**config.mk**
```make
export PLATFORM = sky130hd
export DESIGN_NAME = car_motion_controller
export DESIGN_NICKNAME = d
export VERILOG_FILES = /design/src/rtl/car_motion_controller.sv
export SDC_FILE = /design/constraint.sdc
export NUM_CORES = 1
export LEC_CHECK = 0
export CORE_MARGIN = 2
export CORE_UTILIZATION = 61
export CTS_CLUSTER_DIAMETER = 100
export DETAILED_ROUTE_END_ITERATION = 16
export PLACE_DENSITY = 0.83
export SYNTH_ARGS = -nofsm -noshare
export SYNTH_HDL_FRONTEND = slang
export SYNTH_SLANG_ARGS = --single-unit
```
**constraint.sdc**
```tcl
create_clock -name clk -period 4 [get_ports clk]
set_input_delay 0.4 -clock clk [delete_from_list [all_inputs] [get_ports clk]]
set_output_delay 0.4 -clock clk [all_outputs]
set_load 0.02 [all_outputs]
```
**src/rtl/car_motion_controller.sv**
```systemverilog
`default_nettype none
// ============================================================================
// Module      : car_motion_controller
// Description : Cabin motion and door sequencer for a 4-floor elevator car.
//               Tick-counted travel and door phases driven by manager requests.
// Revision    : 1.0 - initial release
// ============================================================================

module car_motion_controller #(
    parameter int TRAVEL_TICKS = 8,
    parameter int DOOR_TICKS   = 6,
    parameter int TOP_FLOOR    = 3
) (
    input  logic       clk,
    input  logic       reset,
    input  logic       UDRequest,
    input  logic       OCRequest,
    input  logic       NoStopRequest,
    output logic [1:0] CurrentFloor,
    output logic       UDIn,
    output logic       Delay,
    output logic       Stop,
    output logic       DoorOpen,
    output logic       Moving
);

    localparam logic [15:0] C_TRAVEL_LAST = 16'(TRAVEL_TICKS - 1);
    localparam logic [15:0] C_DOOR_LAST   = 16'(DOOR_TICKS - 1);
    localparam logic [1:0]  C_TOP_FLOOR   = 2'(TOP_FLOOR);

    typedef enum logic [2:0] {
        S_IDLE   = 3'd0,
        S_START  = 3'd1,
        S_MOVE   = 3'd2,
        S_ARRIVE = 3'd3,
        S_CHECK  = 3'd4,
        S_DOOR   = 3'd5
    } state_t;

    state_t      state_q, state_d;
    logic [1:0]  floor_q, floor_d;
    logic        udin_q,  udin_d;
    logic [15:0] cnt_q,   cnt_d;

    logic        w_at_top;
    logic        w_at_bottom;

    assign w_at_top    = (floor_q == C_TOP_FLOOR);
    assign w_at_bottom = (floor_q == 2'd0);

    always_ff @(posedge clk) begin
        if (reset) begin
            state_q <= S_IDLE;
            floor_q <= 2'd0;
            udin_q  <= 1'b0;
            cnt_q   <= 16'd0;
        end else begin
            state_q <= state_d;
            floor_q <= floor_d;
            udin_q  <= udin_d;
            cnt_q   <= cnt_d;
        end
    end

    always_comb begin
        state_d  = state_q;
        floor_d  = floor_q;
        udin_d   = udin_q;
        cnt_d    = cnt_q;
        Delay    = 1'b0;
        Stop     = 1'b0;
        DoorOpen = 1'b0;
        Moving   = 1'b0;

        case (state_q)
            S_IDLE: begin
                Stop = 1'b1;
                if (NoStopRequest) begin
                    state_d = S_START;
                end
            end

            S_START: begin
                udin_d = UDRequest;
                // A restart toward the wall the car already sits at is a no-op.
                if ((UDRequest && w_at_top) || (!UDRequest && w_at_bottom)) begin
                    state_d = S_IDLE;
                end else begin
                    cnt_d   = 16'd0;
                    state_d = S_MOVE;
                end
            end

            S_MOVE: begin
                Moving = 1'b1;
                if (cnt_q == C_TRAVEL_LAST) begin
                    cnt_d   = 16'd0;
                    floor_d = udin_q ? (floor_q + 2'd1) : (floor_q - 2'd1);
                    state_d = S_ARRIVE;
                end else begin
                    cnt_d = cnt_q + 16'd1;
                end
            end

            S_ARRIVE: begin
                Delay   = 1'b1;
                state_d = S_CHECK;
            end

            S_CHECK: begin
                if (OCRequest) begin
                    cnt_d   = 16'd0;
                    state_d = S_DOOR;
                end else if ((udin_q && w_at_top) || (!udin_q && w_at_bottom)) begin
                    state_d = S_IDLE;
                end else begin
                    cnt_d   = 16'd0;
                    state_d = S_MOVE;
                end
            end

            S_DOOR: begin
                DoorOpen = 1'b1;
                if (cnt_q == C_DOOR_LAST) begin
                    cnt_d   = 16'd0;
                    state_d = S_IDLE;
                end else begin
                    cnt_d = cnt_q + 16'd1;
                end
            end

            default: begin
                state_d = S_IDLE;
            end
        endcase
    end

    assign CurrentFloor = floor_q;
    assign UDIn         = udin_q;

endmodule

`default_nettype wire

```
==> results.yml, run 1 <==
global_routing:
  grt-ovfl-total: 0
  grt_max_degree: 17
  grt_pass1_wl_um: 4892
  track_usage_pct: 24.63
  grt_pass1_vias: 1090
  antenna_found_initial: 0
floorplanning:
  io_pins: 12
  die_w_um: 51.35
  core.rowCount: 17
  die-area_sq_um: 2637
  core_region_area_sq_um: 2170
  start_util_pct: 63.03
  die_y_um: 51.35
detailed_routing:
  finalWirelength_um: 2915
  wire_per_inst_um: 14.95
  ant_nets: 0
  via_count: 1240
  drt_iter0_markers: 41
  route.detailed.drc: 0
  firstDrtPassIters: 4
  viasPerCell: 6.359
synthesis:
  synthFlopType: "dfxtp_1"
  synth_top_area_share_pct: 32.20
  synth_area_sq_um: 1368
  synthCells: 157
  yosysTopAreaCell: "dfxtp_1"
  synth_common_cells: "dfxtp_1 (22), a21oi_1 (15), nor2_1 (15)"
  ys_ff_latch: 22
  synthTopCellsByArea: "dfxtp_1 (32%), a21oi_1 (5.5%), o31ai_1 (4.4%), nor2_1 (4.1%), or4_1 (3.8%)"
  syn-mean-instance-area_sq_um: 8.711
  syn-num-nets: 164
  yosys_warnings: 0
  synth-edff-count: 0
  synth.most_common_cell: "dfxtp_1"
  ys_seq_area_share_pct: 32.20
  yosysUniqueCellTypes: 47
  synth-async-reset-ratio_pct: 0
clock_tree:
  cts_buffer_depth: 2
  cts_buffers: 3
  clkSinkCount: 22
  cts.clk_slew.worst_paths_ps: 130
  clk_latency_ps: 310
  cts-resized-gates: 0
  tritoncts: "built"
  ctsHtreeMaxLevel: 1
  post-cts-setup-buffers: 0
  root_buffer: "clkbuf_4"
  cts_hold_buf: 0
place:
  dp_hpwl_um: 2112
  placed_area_sq_um: 1475
  port_buffers: 11
  gp_congestion: 0.9354
sta:
  fmax_mhz: 434.1
  finalHoldViolCount: 0
  timing.final.crit_share_pct: 57.58
  slew_headroom_pct: 62.47
  clock_skew_ps: 7.002
  grt_setup_unrepaired: "no"
  setup_violations: 0
  worst_pin_slew_ps: 563.0
  period_needed_ps: 2303
  setup_tns_ps: 0
  drv_slew: 0
worst_setup_path:
  crit_fanout: 10
  cp.required_ps: 3600
  cp_data_arrival_time_ps: 1900
  critPathCaptureType: "output port"
  worst_setup_path_start_kind: "register"
  path_class: "register to output port"
final_layout:
  nets: 175
  final.fill_count: 189
  final_cell_area_sq_um: 1528
  antenna_cells: 0
  drive_gt1_share_pct: 13.17
  syn_to_final_growth_pct: 11.71
job:
  cap_violations: 0
power_and_ir_drop:
  power.leakage_nw: 0.5231
  power.density_nw_per_um2: 300.3
  irDropWorstVdd_v: 0.0002430
status:
  outcome: "completed"
worst_hold_path:
  hold_path_class: "register to register"
## routing by layer
metal  vias to the layer above  track usage [%]  share of wire (%)  routed length, um
li1                        615                -                  -                  -
met1                       591            34.00                 46               1329
met2                        32            39.18                 49               1433
met3                         2            4.094                4.9                143
met4                         0            7.895               0.31                  9
met5                         -                0                  0                  0
## metrics by stage
step / total power, mW / worst slack [ps] / utilization, % / std cells / hold WS, ps
floorplan: 0.2785 / 2219 / - / 157 / 465.1
global placement: 0.2912 / 1821 / 67.99 / 191 / 487.3
detailed placement: 0.2931 / 1745 / 67.99 / 191 / 502.6
CTS: 0.4638 / 1692 / 70.42 / 195 / 527.2
global route: 0.4821 / 1544 / 70.42 / 195 / 556.4
finish: 0.4588 / 1697 / 70.42 / 195 / 530.0
## sequential cells by signal (all words and copies together), names as in the netlist
signal        cells
cnt_q            16
UDIn              1
CurrentFloor      2
state_q           3
## worst max-delay path: stages (launching register included)
cell,delay [ps]
dfxtp_1,550
nand2_1,200
inv_1,210
clkdlybuf4s50_1,630
## cell families after synthesis
| kind of cell | count (synthesis) | share of synthesized area, % |
|---|---|---|
| AO/OA/AOI/OAI | 44 | 24.70 |
| XOR/XNOR | 4 | 3.111 |
| adder cells (fa/ha/maj) | 2 | 1.830 |
| buffers and inverters | 13 | 4.940 |
| flip-flops | 22 | 32.20 |
| multiplexers | 2 | 1.464 |
| AND/OR/NAND/NOR | 70 | 31.75 |
## placed cells by master (no fill, tap or decap), drive strengths merged, types with 4 or more instances in the layout
cell / count
nand2: 11
o21ai: 5
clkdlybuf4s50: 11
o31ai: 8
inv: 8
nor2: 16
nor3: 5
nand3: 8
or4: 7
nand4: 4
or3: 4
a21oi: 15
dfxtp: 22
## final cells by class
| type | instances | area (sq um) | area share, % |
|---|---|---|---|
| multi-input combinational | 122 | 859.6 | 56.27 |
| sequential | 22 | 440.4 | 28.83 |
| timing repair buffer | 11 | 110.1 | 7.207 |
| tap | 28 | 35.03 | 2.293 |
| clock inverter | 1 | 30.03 | 1.966 |
| inverter | 8 | 30.03 | 1.966 |
| clock buffer | 3 | 22.52 | 1.474 |
## power breakdown
| part | internal (mW) | total, mW | leakage, nW | switching [mW] |
|---|---|---|---|---|
| registers | 0.223 | 0.231 | 0.178 | 0.00789 |
| clock network | 0.101 | 0.170 | 0.0279 | 0.0686 |
| logic | 0.0254 | 0.0583 | 0.318 | 0.0329 |
| total | 0.349 | 0.459 | 0.523 | 0.109 |
## final timing paths
| path | startpoint | endpoint | slack, ps | depth (start not counted) |
|---|---|---|---|---|
| setup reg to reg | cnt_q[0] | cnt_q[13] | 1990 | 6 |
| hold / removal | cnt_q[11] | cnt_q[11] | 530 | 2 |
| hold reg to reg | cnt_q[11] | cnt_q[11] | 530 | 2 |
| setup / recovery | state_q[1] | Moving | 1700 | 3 |
(Power assumes the default switching activity.)
==> inputs of run 2 (changes only) <==
--- a/config.mk
+++ b/config.mk
@@ -6,10 +6,10 @@
 export NUM_CORES = 1
 export LEC_CHECK = 0
 export CORE_MARGIN = 2
-export CORE_UTILIZATION = 61
+export CORE_UTILIZATION = 51
 export CTS_CLUSTER_DIAMETER = 100
 export DETAILED_ROUTE_END_ITERATION = 16
-export PLACE_DENSITY = 0.83
+export PLACE_DENSITY = 0.74
 export SYNTH_ARGS = -nofsm -noshare
 export SYNTH_HDL_FRONTEND = slang
 export SYNTH_SLANG_ARGS = --single-unit
==> constraint.sdc (replaced) <==
create_clock -name clk -period 2.1 [get_ports clk]
set_input_delay 0.21 -clock clk [delete_from_list [all_inputs] [get_ports clk]]
set_output_delay 0.21 -clock clk [all_outputs]
set_load 0.02 [all_outputs]
==> run 2 against run 1 <==
- clock skew fell by 5.9 ps
- first-iteration DRC count rose by 12%
- flip-flop and latch count did not move
- worst hold slack got worse by 7.0 ps
- largest power group unchanged
- register-to-register slack got worse by 1800 ps
==> results.yml, run 2 (synthesis gave the netlist of run 1 again) <==
status:
  outcome: "completed"
clock_tree:
  tritoncts: "built"
  cts.clk_slew.worst_paths_ps: 120
  clkSinkCount: 22
  ctsHtreeMaxLevel: 1
  clk_latency_ps: 300
  cts_buffer_depth: 2
  cts_buffers: 3
  root_buffer: "clkbuf_4"
detailed_routing:
  firstDrtPassIters: 4
  viasPerCell: 6.030
  ant_nets: 0
  drt_iter0_markers: 46
  wire_per_inst_um: 14.34
  route.detailed.drc: 0
  via_count: 1224
  finalWirelength_um: 2911
sta:
  fmax_mhz: 511.3
  period_needed_ps: 1956
  whs_ps: 522.9
  finalHoldViolCount: 0
  grt_setup_unrepaired: "no"
  setup_violations: 0
  drv_slew: 0
  slew_headroom_pct: 66.93
  timing.final.crit_share_pct: 93.13
  setup_tns_ps: 0
  clock_skew_ps: 1.090
  worst_pin_slew_ps: 496.1
power_and_ir_drop:
  pwr-share-seq_pct: 55.9
  p_switching_mw: 0.2045
  swShare_pct: 26.00
  power.density_nw_per_um2: 502.2
  power.leakage_nw: 0.5649
  p_clk_share_pct: 29.7
  irDropWorstVdd_v: 0.0003594
  finalPower_mw: 0.7866
  combPwrFrac_pct: 14.4
  p_int_mw: 0.5821
floorplanning:
  die_w_um: 55.79
  io_pins: 12
  core_region_area_sq_um: 2500
  core.rowCount: 18
  die_y_um: 55.79
  start_util_pct: 54.70
  die-area_sq_um: 3112
global_routing:
  grt_max_degree: 17
  grt_pass1_vias: 1173
  antenna_found_initial: 0
  grt-ovfl-total: 0
  track_usage_pct: 20.13
  grt_pass1_wl_um: 5161
worst_setup_path:
  rrSetupSlack_ps: 140
  critPathCaptureType: "register"
  worst_setup_path_start_kind: "register"
  startpoint: "cnt_q[0]"
  path_class: "register to register"
  cp.required_ps: 2310
  crit_fanout: 9
  reg2reg_depth: 6
  cp-endpoint: "cnt_q[13]"
  r2r_start: "cnt_q[0]"
  cp_data_arrival_time_ps: 2160
  r2r_end: "cnt_q[13]"
final_layout:
  syn_to_final_growth_pct: 14.55
  drive_gt1_share_pct: 18.50
  antenna_cells: 0
  final_cell_mix: "dfxtp_1 (18), nor2_1 (15), a21oi_1 (15)"
  largest_register_ffs: 16
  nets: 181
  regMostFlops: "cnt_q"
  final_common_cell: "dfxtp_1"
place:
  port_buffers: 11
  gp_congestion: 0.8655
  dp_hpwl_um: 2177
worst_hold_path:
  min_path_cells: 2
  hp-start: "cnt_q[9]"
  hold_path_class: "register to register"
job:
  cap_violations: 0
==> run 2: changes by cell type in the layout (fill, tap and decap cells not counted), sizes merged <==
cell,before,now
clkbuf,3,4
buf,0,6
dlymetal6s2s,0,1
bufinv,1,0
clkdlybuf4s50,11,10
==> run 2: area by class of cell <==
type	instances	area (sq um)
inverters	8	30.03
multi-input cells	122	859.6
clock buffers	4	36.28
fillers	233	933.4
repair buffers	17	157.7
well taps	30	37.54
flip-flops and latches	22	445.4
==> run 2: metal layers <==
| metal | up-vias | global-route usage (%) | part of all wire, % |
|---|---|---|---|
| met1 | 576 | 28.16 | 53 |
| li1 | 628 | - | - |
| met3 | 4 | 2.326 | 2.1 |
| met2 | 16 | 32.48 | 44 |
| met5 | - | 0 | 0 |
| met4 | 0 | 5.923 | 0.79 |
==> run 2: critical path, cell delays in order, from the launching register on <==
cell      delay (ps)
dfxtp_2          400
ha_1             220
and4bb_1         230
nand4_2          220
a32oi_4          440
nor3_2            90
a211o_1          270
==> run 2: repair_timing <==
action                                  4_1_cts  5_1_grt
pin swaps                                     0        1
endpoints found under the setup margin        1        6
resized for setup                             1        4
buffers inserted                              0        0
hold buffers                                  0        0
==> run 2: worst min-delay path by stage <==
stage	endpoint	slack, ps
6_report	cnt_q[9]	520
5_1_grt	cnt_q[9]	570
4_1_cts	cnt_q[9]	520
3_5_place_dp	cnt_q[9]	500
3_3_place_gp	cnt_q[9]	500
2_1_floorplan	UDIn	350
==> run 2: power by group through the flow <==
stage,Clock [mW],Sequential [mW],Combinational (mW)
finish,0.233,0.440,0.114
detailed placement,0,0.448,0.113
global route,0.256,0.441,0.125
global placement,0,0.447,0.112
floorplan,0,0.440,0.0902
CTS,0.241,0.439,0.114
==> run 2: through the flow <==
stage	utilization (%)	worst slack, ps	area (sq um)	std cells
after floorplan	-	319.1	1368	157
after global placement	60.91	132.0	1523	199
after detailed placement	60.91	82.67	1523	199
after CTS	62.41	23.90	1560	203
after global routing	62.66	25.84	1567	203
final	62.66	144.3	1567	203
==> inputs of run 3 (changes only) <==
--- a/config.mk
+++ b/config.mk
@@ -6,10 +6,11 @@
 export NUM_CORES = 1
 export LEC_CHECK = 0
 export CORE_MARGIN = 2
-export CORE_UTILIZATION = 51
+export CORE_UTILIZATION = 44
 export CTS_CLUSTER_DIAMETER = 100
 export DETAILED_ROUTE_END_ITERATION = 16
-export PLACE_DENSITY = 0.74
+export PLACE_DENSITY = 0.65
+export SETUP_SLACK_MARGIN = 0.5
 export SYNTH_ARGS = -nofsm -noshare
 export SYNTH_HDL_FRONTEND = slang
 export SYNTH_SLANG_ARGS = --single-unit
==> run 3 against run 2 <==
- worst hold slack better by 2.3 ps
- flip-flop and latch count unchanged
- die area up 15%
- first-iteration DRC count increased by 78%
- worst setup slack better by 95 ps
- via count up 14%
- global-route usage up 2.7 points
- cell count is 11% higher
- utilization is 4.3 points higher
- highest routed layer unchanged
==> results.yml, run 3 (synthesis gave the netlist of run 1 again) <==
floorplanning:
  start_util_pct: 45.54
  core_region_area_sq_um: 3003
  die_w_um: 59.75
  core.rowCount: 20
  io_pins: 12
  die_y_um: 59.75
  die-area_sq_um: 3570
clock_tree:
  cts.clk_slew.worst_paths_ps: 120
  clkSinkCount: 22
  cts_buffers: 3
  root_buffer: "clkbuf_4"
  cts_buffer_depth: 2
  clk_latency_ps: 320
  ctsHtreeMaxLevel: 1
  cts_hold_buf: 0
  tritoncts: "built"
detailed_routing:
  viasPerCell: 6.204
  finalWirelength_um: 3996
  drt_iter0_markers: 82
  firstDrtPassIters: 4
  route.detailed.drc: 0
  wire_per_inst_um: 17.76
  via_count: 1396
  ant_nets: 0
power_and_ir_drop:
  irDropWorstVdd_v: 0.0003509
  combPwrFrac_pct: 22.9
  p_switching_mw: 0.2441
  power.density_nw_per_um2: 410.0
  p_int_mw: 0.5808
  swShare_pct: 29.60
  power.leakage_nw: 0.7871
  p_clk_share_pct: 25.0
  pwr-share-seq_pct: 52.1
final_layout:
  final.fill_count: 227
  largest_register_ffs: 16
  drive_gt1_share_pct: 48.96
  antenna_cells: 0
  regMostFlops: "cnt_q"
  syn_to_final_growth_pct: 47.12
  final_common_cell: "buf_4"
  nets: 200
  final_cell_mix: "buf_4 (18), nor2_1 (12), nand2_1 (10), a21oi_1 (10)"
sta:
  finalHoldViolCount: 0
  setup_ws_ps: 239.6
  grt_setup_unrepaired: "yes"
  slew_headroom_pct: 76.15
  worst_pin_slew_ps: 355.2
  period_needed_ps: 1860
  setup_violations: 0
  setup_tns_ps: 0
  clock_skew_ps: 8.900
  fmax_mhz: 537.5
  timing.final.crit_share_pct: 88.59
  whs_ps: 525.2
  drv_slew: 0
worst_setup_path:
  rrSetupSlack_ps: 240
  path_class: "register to register"
  cp_data_arrival_time_ps: 2070
  crit_fanout: 6
  critPathCaptureType: "register"
  worst_setup_path_start_kind: "register"
  reg2reg_depth: 6
  r2r_start: "cnt_q[7]"
  cp-endpoint: "cnt_q[0]"
  startpoint: "cnt_q[7]"
  r2r_end: "cnt_q[0]"
  cp.required_ps: 2310
global_routing:
  grt_pass1_wl_um: 6085
  track_usage_pct: 22.81
  grt_pass1_vias: 1255
  grt_max_degree: 13
  antenna_found_initial: 0
  grt-ovfl-total: 0
worst_hold_path:
  hold_path_class: "register to register"
place:
  port_buffers: 11
  dp_hpwl_um: 2378
  post-place-ws_ps: 99.73
  gp_congestion: 0.8519
job:
  cap_violations: 0
status:
  outcome: "completed"
run 3: cell type report:
cell class	instances	area [sq um]	share of cell area, %
inverters	8	30.03	1.493
well taps	33	41.29	2.052
flip-flops and latches	22	485.5	24.13
multi-input cells	123	1092	54.29
clock buffers	4	26.28	1.306
repair buffers	35	336.6	16.73
run 3: layer usage:
| metal | wire (um) | track usage, % | vias to the layer above |
|---|---|---|---|
| li1 | - | - | 667 |
| met1 | 1743 | 32.28 | 671 |
| met2 | 1971 | 36.02 | 50 |
| met3 | 212 | 4.329 | 8 |
| met4 | 70 | 4.762 | 0 |
| met5 | 0 | 0 | - |
run 3: what timing repair did:
item,4_1_cts,5_1_grt
pin swaps,16,11
setup endpoints to repair,20,24
buffers inserted,16,3
gates cloned,1,0
gates resized for setup,43,29
endpoints found under the hold margin,0,0
run 3: worst max-delay path, stage by stage (launching register included):
cell,delay (ps)
dfxtp_2,380
nor4_4,390
nand4_1,150
buf_4,190
a22o_4,280
o21ai_4,280
nor2_2,80
run 3: power by group through the flow:
stage	sequential, mW	clock [mW]	combinational (mW)
floorplan	0.442	0	0.0937
global placement	0.447	0	0.119
detailed placement	0.448	0	0.121
CTS	0.429	0.212	0.169
global route	0.431	0.231	0.200
finish	0.430	0.206	0.189
run 3: worst min path at each step:
stage	from	endpoint	slack (ps)	cells after the start
floorplan	UDRequest	UDIn	350	2
global placement	cnt_q[15]	cnt_q[15]	490	1
detailed placement	cnt_q[9]	cnt_q[9]	490	2
CTS	cnt_q[6]	cnt_q[6]	520	2
global route	cnt_q[3]	cnt_q[3]	550	2
finish	cnt_q[6]	cnt_q[6]	530	2
run 3: per-stage QoR:
stage	utilization [%]	std cells	cell area, sq um	power (mW)
6_report	67.00	225	2012	0.8249
2_1_floorplan	-	157	1438	0.5353
5_1_grt	67.00	225	2012	0.8613
3_3_place_gp	52.79	201	1585	0.5656
3_5_place_dp	52.79	201	1585	0.5682
4_1_cts	62.71	222	1883	0.8101
